**src/rtl/snn_sched_pkg.sv**
```systemverilog
// snn_sched_pkg: state encoding, default widths and saturating increment shared by the timestep scheduler
package snn_sched_pkg;

   typedef enum logic [2:0] {
      IDLE       = 3'd0,
      ISSUE      = 3'd1,
      WAIT_VALID = 3'd2,
      GAP        = 3'd3,
      DONE       = 3'd4
   } state_t;

   localparam int DEF_NUM_OUT   = 2;
   localparam int DEF_CNT_W     = 8;
   localparam int DEF_GAP_W     = 8;
   localparam int DEF_TIMEOUT_W = 12;

   function automatic logic [31:0] sat_inc(input logic [31:0] value, input logic [31:0] max, input logic inc);
      return (inc && value != max) ? value + 32'd1 : value;
   endfunction

endpackage

```
**src/rtl/snn_spike_accumulator.sv**
```systemverilog
// snn_spike_accumulator: NUM_OUT saturating per-neuron spike counters with clear and enable
module snn_spike_accumulator
   import snn_sched_pkg::*;
#(
   parameter int NUM_OUT = DEF_NUM_OUT,
   parameter int CNT_W   = DEF_CNT_W
) (
   input  logic                     system_clock,
   input  logic                     reset,
   input  logic                     clear,
   input  logic                     enable,
   input  logic [NUM_OUT-1:0]       spikes,
   output logic [NUM_OUT*CNT_W-1:0] spike_count
);

   localparam logic [31:0] MAX = 32'({CNT_W{1'b1}});

   // Each counter clears on reset or a new run, otherwise adds its spike bit and pins at all-ones
   always_ff @(posedge system_clock) begin
      for (int i = 0; i < NUM_OUT; i++)
         spike_count[i*CNT_W +: CNT_W] <= (reset || clear) ? '0 :
            CNT_W'(sat_inc(32'(spike_count[i*CNT_W +: CNT_W]), MAX, enable && spikes[i]));
   end

endmodule

```
**src/rtl/snn_timestep_scheduler.sv**
```systemverilog
// snn_timestep_scheduler: issues one input_ready per timestep, waits for the core result and accumulates spike counts
// Optional watchdog on WAIT_VALID enabled by defining SNN_SCHED_TIMEOUT_EN.
module snn_timestep_scheduler
   import snn_sched_pkg::*;
#(
   parameter int NUM_OUT   = DEF_NUM_OUT,
   parameter int CNT_W     = DEF_CNT_W,
   parameter int GAP_W     = DEF_GAP_W,
   parameter int TIMEOUT_W = DEF_TIMEOUT_W
) (
   input  logic                     system_clock,
   input  logic                     reset,
   input  logic                     start,
   input  logic                     abort,
   input  logic [CNT_W-1:0]         num_steps,
   input  logic [GAP_W-1:0]         gap_cycles,
   input  logic                     spi_busy,
   input  logic                     data_valid_out,
   input  logic [NUM_OUT-1:0]       output_spikes,
   output logic                     input_ready,
   output logic                     busy,
   output logic                     done,
   output logic [NUM_OUT*CNT_W-1:0] spike_count,
   output logic [CNT_W-1:0]         steps_done,
   output logic                     timeout_err
);

   state_t           state, next;
   logic [CNT_W-1:0] steps_q;
   logic [GAP_W-1:0] gap_q, gap_cnt;
   logic             launch, take, last, timeout_hit;

   assign launch = (state == IDLE || state == DONE) && start && !abort;
   assign take   = state == WAIT_VALID && data_valid_out && !abort;
   assign last   = steps_done + CNT_W'(1) == steps_q;
   assign busy   = state == ISSUE || state == WAIT_VALID || state == GAP;
   assign done   = state == DONE;

   // Next-state selection; abort overrides everything else
   always_comb begin
      next = state;
      case (state)
         IDLE, DONE: next = start ? ISSUE : state;
         ISSUE:      next = spi_busy ? ISSUE : WAIT_VALID;
         WAIT_VALID: next = data_valid_out ? (last ? DONE : (gap_q == '0 ? ISSUE : GAP)) :
                            (timeout_hit ? DONE : WAIT_VALID);
         GAP:        next = gap_cnt <= GAP_W'(1) ? ISSUE : GAP;
         default:    next = IDLE;
      endcase
      if (abort) next = IDLE;
   end

   // State register
   always_ff @(posedge system_clock) state <= reset ? IDLE : next;

   // Run parameters, step counter, gap countdown and the registered input_ready pulse
   always_ff @(posedge system_clock) begin
      if (reset) begin
         input_ready <= 1'b0;
         steps_q     <= '0;
         gap_q       <= '0;
         gap_cnt     <= '0;
         steps_done  <= '0;
      end else begin
         input_ready <= state == ISSUE && next == WAIT_VALID;
         if (launch) begin
            steps_q <= num_steps == '0 ? CNT_W'(1) : num_steps;
            gap_q   <= gap_cycles;
         end
         steps_done <= launch ? '0 : (take ? steps_done + CNT_W'(1) : steps_done);
         gap_cnt    <= take ? gap_q : (state == GAP ? gap_cnt - GAP_W'(1) : gap_cnt);
      end
   end

   snn_spike_accumulator #(
      .NUM_OUT(NUM_OUT),
      .CNT_W  (CNT_W)
   ) u_acc (
      .system_clock(system_clock),
      .reset       (reset),
      .clear       (launch),
      .enable      (take),
      .spikes      (output_spikes),
      .spike_count (spike_count)
   );

`ifdef SNN_SCHED_TIMEOUT_EN
   logic [TIMEOUT_W-1:0] wd;

   assign timeout_hit = state == WAIT_VALID && &wd && !data_valid_out && !abort;

   // Watchdog runs only while waiting on the core; the error flag sticks until the next run starts
   always_ff @(posedge system_clock) begin
      if (reset) begin
         wd          <= '0;
         timeout_err <= 1'b0;
      end else begin
         wd          <= state == WAIT_VALID ? wd + TIMEOUT_W'(1) : '0;
         timeout_err <= launch ? 1'b0 : (timeout_err | timeout_hit);
      end
   end
`else
   localparam int unused_timeout_w = TIMEOUT_W;

   assign timeout_hit = 1'b0;
   assign timeout_err = 1'b0;
`endif

endmodule

```
**config.mk**
```make
export PLATFORM = sky130hd
export DESIGN_NAME = snn_timestep_scheduler
export DESIGN_NICKNAME = d
export VERILOG_FILES = /design/src/rtl/snn_sched_pkg.sv /design/src/rtl/snn_spike_accumulator.sv /design/src/rtl/snn_timestep_scheduler.sv
export SDC_FILE = /design/constraint.sdc
export NUM_CORES = 1
export LEC_CHECK = 0
export ABC_CLOCK_PERIOD_IN_PS = 2600
export CAP_MARGIN = 10
export CORE_AREA = 2 2 102 55
export CTS_BUF_LIST = sky130_fd_sc_hd__clkbuf_4
export CTS_CLUSTER_SIZE = 16
export DETAILED_ROUTE_END_ITERATION = 8
export DIE_AREA = 0 0 104 57
export GPL_TIMING_DRIVEN = 0
export HOLD_SLACK_MARGIN = 0.06
export PLACE_DENSITY_LB_ADDON = 0.1
export SLEW_MARGIN = 20
export SYNTH_ARGS = -nofsm -noshare
export SYNTH_HDL_FRONTEND = slang
export SYNTH_SLANG_ARGS = --single-unit
```
**constraint.sdc**
```tcl
create_clock -name system_clock -period 2.6 [get_ports system_clock]
set_input_delay 0.65 -clock system_clock [delete_from_list [all_inputs] [get_ports system_clock]]
set_output_delay 0.65 -clock system_clock [all_outputs]
set_load 0.02 [all_outputs]
```
==> Word level (Yosys, flattened, before mapping) <==
Index checks and enable logic that the tools add are counted.
{ "word_totals": {"regBits": 52, "input_bits": 24, "out_inout_bits": 28, "wordCells": 52} }
{ "op_classes": {"addsub": 4, "magnitude_cmp": 1, "eq_ne": 8, "mux": 11, "n_reduce_logical": 20} }
{ "ops": {"columns": ["cell", "n"], "rows": [
  ["$add 8x1->8 const B", 3],
  ["$mux 8", 3],
  ["$logic_not 8->1", 2],
  ["$ne 8x8->1 const B", 2],
  ["$mux 3", 4],
  ["$pmux 3 s4", 1],
  ["$eq 3x2->1 const B", 3],
  ["$logic_and 1x1->1", 9],
  ["$eq 8x8->1", 1],
  ["$le 8x1->1 const B", 1],
  ["$sub 8x1->8 const B", 1],
  ["$mux 2", 3],
  ["$logic_or 1x1->1", 4],
  ["$reduce_or 2->1", 2],
  ["$eq 3x1->1 const B", 1],
  ["$eq 3x3->1 const B", 1],
  ["$logic_not 3->1", 1],
  ["$reduce_bool 2->1", 1],
  ["$logic_not 1->1", 1]
]} }

==> Depth between registers and ports, before layout <==
{ "logic_depth": {"word_depth": 8, "mapped_depth": 9, "depth_no_buf": 7} }

==> Hierarchy <==
A second synthesis with hierarchy kept.
{ "hier_totals": {"cells_unflattened": 331, "hier_area_um2": 2743.9} }
{ "by_module_without_submodules": {"columns": ["mod", "instances", "cells_per_inst", "area_each_um2", "seq_area_each_um2"], "rows": [
  ["snn_timestep_scheduler", 1, 236, 1883.1, 720.7],
  ["snn_spike_accumulator", 1, 95, 860.8, 320.3]
]} }

==> Worst setup path after synthesis <==
OpenSTA, ideal clock, no wires.
{ "synth_path": {"path_type": "register to register", "from": "register steps_done[0]", "to": "register state[1]", "setup_time_ns": 0.137, "arrival_time_ns": 1.970, "required_ns": 2.463, "slack_ns": 0.493, "stages_incl_launch_ff": 8, "path_buffers": 1, "period_less_slack_ns": 2.107, "cell_sequence": "dfxtp_1 -> ha_1 -> clkbuf_1 -> nand3_1 -> xnor2_1 -> or3_1 -> nor4_2 -> o221ai_1"} }
{ "synth_between": {"elab_chain_cells": 6} }
{ "synth_rtl": {"columns": ["element", "line", "rtl"], "rows": [
  ["start: declaration", "snn_timestep_scheduler.sv:24", "output logic [CNT_W-1:0] steps_done,"],
  ["start signal: assignment", "snn_timestep_scheduler.sv:70", "steps_done <= launch ? '0 : (take ? steps_done + CNT_W'(1) : steps_done);"],
  ["$add 8x1->8", "snn_timestep_scheduler.sv:35", "assign last = steps_done + CNT_W'(1) == steps_q;"],
  ["$eq 8x8->1", "snn_timestep_scheduler.sv:35", null],
  ["$mux 3 (2 in a row)", "snn_timestep_scheduler.sv:45", "WAIT_VALID: next = data_valid_out ? (last ? DONE : (gap_q == '0 ? ISSUE : GAP)) :"],
  ["$pmux 3 s4", "snn_timestep_scheduler.sv:42", "case (state)"],
  ["$mux 3", "snn_timestep_scheduler.sv:50", "if (abort) next = IDLE;"],
  ["end signal: assignment", "snn_timestep_scheduler.sv:54", "always_ff @(posedge system_clock) state <= reset ? IDLE : next;"],
  ["end: declaration", "snn_timestep_scheduler.sv:28", "state_t state, next;"]
]} }
Every way passes these cells.
A chain may end at the register's enable or synchronous reset.

==> Final worst setup path <==
{ "layout_path": {"from": "register state[1]", "to": "output port done"} }
{ "layout_between": {"elab_chain_cells": 1} }
{ "layout_rtl": {"columns": ["element", "line", "rtl"], "rows": [
  ["$eq 3x3->1", "snn_timestep_scheduler.sv:37", "assign done = state == DONE;"],
  ["end: declaration", "snn_timestep_scheduler.sv:22", "output logic done,"]
]} }
Every way passes these cells.

==> impl_metrics.env <==
export IMPL_place_area_mm2=0.00313
export IMPL_ant_nets=0
export IMPL_nNetsFinal=400
export IMPL_track_usage_pct=20.8
export IMPL_synth_seq_cells=52
export IMPL_post_route_cell_area_mm2=0.00321
export IMPL_critPathLaunchType="flip-flop"
export IMPL_synth_top_area_share_pct=40.9
export IMPL_clockRootBuffer="clkbuf_4"
export IMPL_clock_skew_ns=0.0133
export IMPL_avgSynthCellArea_um2=8.08
export IMPL_vias_per_cell=5.24
export IMPL_syn_cell_area_mm2=0.00255
export IMPL_endpoint="done"
export IMPL_path_class="flip-flop to output pin"
export IMPL_std_cell_rows=19
export IMPL_min_path_type="flip-flop to flip-flop"
export IMPL_synth_top_area_cell="dfxtp_1"
export IMPL_synthArstFlopShare_pct=0
export IMPL_required_ns=1.95
export IMPL_syn2layout_area_growth_pct=26.0
export IMPL_fin_cells=445
export IMPL_max_freq_ghz=0.407
export IMPL_cp_arrival_ns=1.81
export IMPL_p_leak_nw=1.10
export IMPL_drv_cap=0
export IMPL_wl_mm=6.08
export IMPL_relSlewSlack_pct=59.9
export IMPL_p_sw_w=0.000330
export IMPL_hpwl_mm=4.61
export IMPL_rsz0062_at_grt="false"
export IMPL_ys_types=46
export IMPL_cp_end_kind="output pin"
export IMPL_grt_pass1_wl_mm=9.95
export IMPL_synth_ff_type="dfxtp_1"
export IMPL_port_buffer_count=49
export IMPL_yosysWarnings=0
export IMPL_syn_inst=315
export IMPL_postCtsHoldBufs=0
export IMPL_grt_max_degree=16
export IMPL_final_util_pct=62.5
export IMPL_chipHeight_um=57
export IMPL_reg2reg_slack_ns=0.21
export IMPL_grt_ovfl_total=0
export IMPL_routabilityCongestion=0.792
export IMPL_cts_tree="done"
export IMPL_vdd_drop_max_mv=0.235
export IMPL_combinationalPowerShare_pct=8.9
export IMPL_p_per_area_mw_per_mm2=440
export IMPL_final_cell_mix="dfxtp_1 (52), clkdlybuf4s50_1 (49), nand2_1 (46)"
export IMPL_swShare_pct=23.4
export IMPL_dieArea_mm2=0.00593
export IMPL_drc=0
export IMPL_antenna_cells=0
export IMPL_first_global_vias=2076
export IMPL_insertion_delay_ns=0.38
export IMPL_final_common_cell="dfxtp_1"
export IMPL_crit_start="state[1]"
export IMPL_wl_per_cell_um=13.7
export IMPL_finalHoldViolCount=0
export IMPL_ff2ff_path_depth=7
export IMPL_antenna_found_initial=0
export IMPL_drv_slew=0
export IMPL_pin_count=52
export IMPL_clkTransAtPathRegs_ns=0.14
export IMPL_n_fill_cell=478
export IMPL_crit_path_max_fanout=9
export IMPL_r2r_start="steps_done[0]"
export IMPL_synth_top_cells_by_area="dfxtp_1 (41%), xnor2_1 (8.3%), nand2_1 (6.8%)"
export IMPL_coreArea_mm2=0.00513
export IMPL_cts_sinks=52
export IMPL_synth_edff_count=0
export IMPL_post_cts_resized=0
export IMPL_dr_pass1_iters=4
export IMPL_seq_area_frac_synth_pct=40.9
export IMPL_internal_power_w=0.00108
export IMPL_post_cts_setup_buffer_count=0
export IMPL_htreeDepth=2
export IMPL_layout_drive_gt1_share_pct=5.65
export IMPL_vias=2330
export IMPL_cts_made_buffers=5
export IMPL_r2r_end="state[2]"
export IMPL_status="finished, final reports clean"
export IMPL_finalSetupViolations=0
export IMPL_die_w_um=104
export IMPL_finalCritPeriodShare_pct=94.6
export IMPL_initial_core_util_pct=49.6
export IMPL_p_seq_share_pct=58.3
export IMPL_final_min_clock_period_ns=2.46
export IMPL_tightest_slew_ns=0.600
export IMPL_dp_cells=437
export IMPL_totalPowerFinal_w=0.00141
export IMPL_synth_nets=344
export IMPL_dr_first_iter_drc_count=173
export IMPL_setup_tns_ns=0
export IMPL_pwr_share_clk_pct=32.9
export IMPL_cts_buffer_depth=2
[per-stage QoR]
step	hold slack [ns]	setup slack (ns)
after global routing	0.496	0.0429
final	0.485	0.141
after CTS	0.486	0.137
after detailed placement	0.466	-0.137
after global placement	0.461	-0.175
after floorplan	0.444	0.493
[power by group through the flow]
| stage | registers (W) | logic (W) | clock network, W |
|---|---|---|---|
| 6_report | 0.000823 | 0.000125 | 0.000465 |
| 4_1_cts | 0.000823 | 0.000124 | 0.000475 |
| 3_5_place_dp | 0.000840 | 0.000124 | 0 |
| 2_1_floorplan | 0.000837 | 0.0000651 | 0 |
| 5_1_grt | 0.000826 | 0.000137 | 0.000515 |
| 3_3_place_gp | 0.000840 | 0.000123 | 0 |
[state kept, by name (all words and copies together), names as in the netlist]
| signal | flops |
|---|---|
| u_acc.spike_count | 16 |
| steps_q | 8 |
| gap_cnt | 8 |
| steps_done | 8 |
| state | 3 |
| input_ready | 1 |
| gap_q | 8 |
[metal layers]
layer  wire (µm)  vias to the layer above  GRT usage [%]
met5           0                        -              0
li1            -                     1215              -
met2        2310                       67           28.7
met1        3300                     1046           32.2
met3         453                        2           5.60
met4          14                        0           4.63
[layout make-up]
class | count | area (µm²) | share of cell area (%)
timing repair buffer | 49 | 490 | 15.3
tap | 73 | 91.3 | 2.85
buffer | 17 | 72.6 | 2.26
clock inverter | 2 | 35.0 | 1.09
inverter | 2 | 7.51 | 0.234
clock buffer | 6 | 45.0 | 1.40
multi-input combinational | 244 | 1430 | 44.4
sequential | 52 | 1040 | 32.4
[worst min path at each step]
| stage | from | endpoint | slack, ns | cells after the start |
|---|---|---|---|---|
| floorplan | gap_q[5] | gap_q[5] | 0.44 | 2 |
| CTS | steps_q[7] | steps_q[7] | 0.49 | 2 |
| finish | steps_q[2] | steps_q[2] | 0.48 | 2 |
| detailed placement | steps_q[7] | steps_q[7] | 0.47 | 2 |
| global route | steps_q[7] | steps_q[7] | 0.50 | 2 |
| global placement | steps_q[4] | steps_q[4] | 0.46 | 2 |
[cells by family after synthesis]
kind of cell,count (synthesis),synth area share (%)
AND/OR/NAND/NOR,157,30.6
flip-flops,52,40.9
other,1,0.147
AO/OA/AOI/OAI,49,11.7
adder cells (fa/ha/maj),5,2.46
buffers and inverters,19,3.15
XOR/XNOR,32,11.0
[worst max-delay path, cell delays in order (launching register included)]
cell and delay, ns:
dfxtp_1 0.32, buf_2 0.17, nor2_1 0.18, and2_1 0.17, clkdlybuf4s50_1 0.60
[cell usage after synthesis (2+ instances only)]
master / number
nand3_1: 20
o211ai_1: 2
inv_1: 2
nand2b_1: 2
a21oi_1: 27
and2_1: 2
nand4_1: 7
clkbuf_1: 12
xnor2_1: 24
o21ai_0: 4
nand2_1: 46
nor4_1: 10
ha_1: 5
o311ai_0: 2
nor2_1: 37
nor3_1: 10
nor2b_1: 2
or2_1: 2
a31oi_1: 3
buf_2: 4
nor3b_1: 2
and3_1: 2
or3_1: 7
dfxtp_1: 52
xor2_1: 8
(Power assumes the default switching activity.)
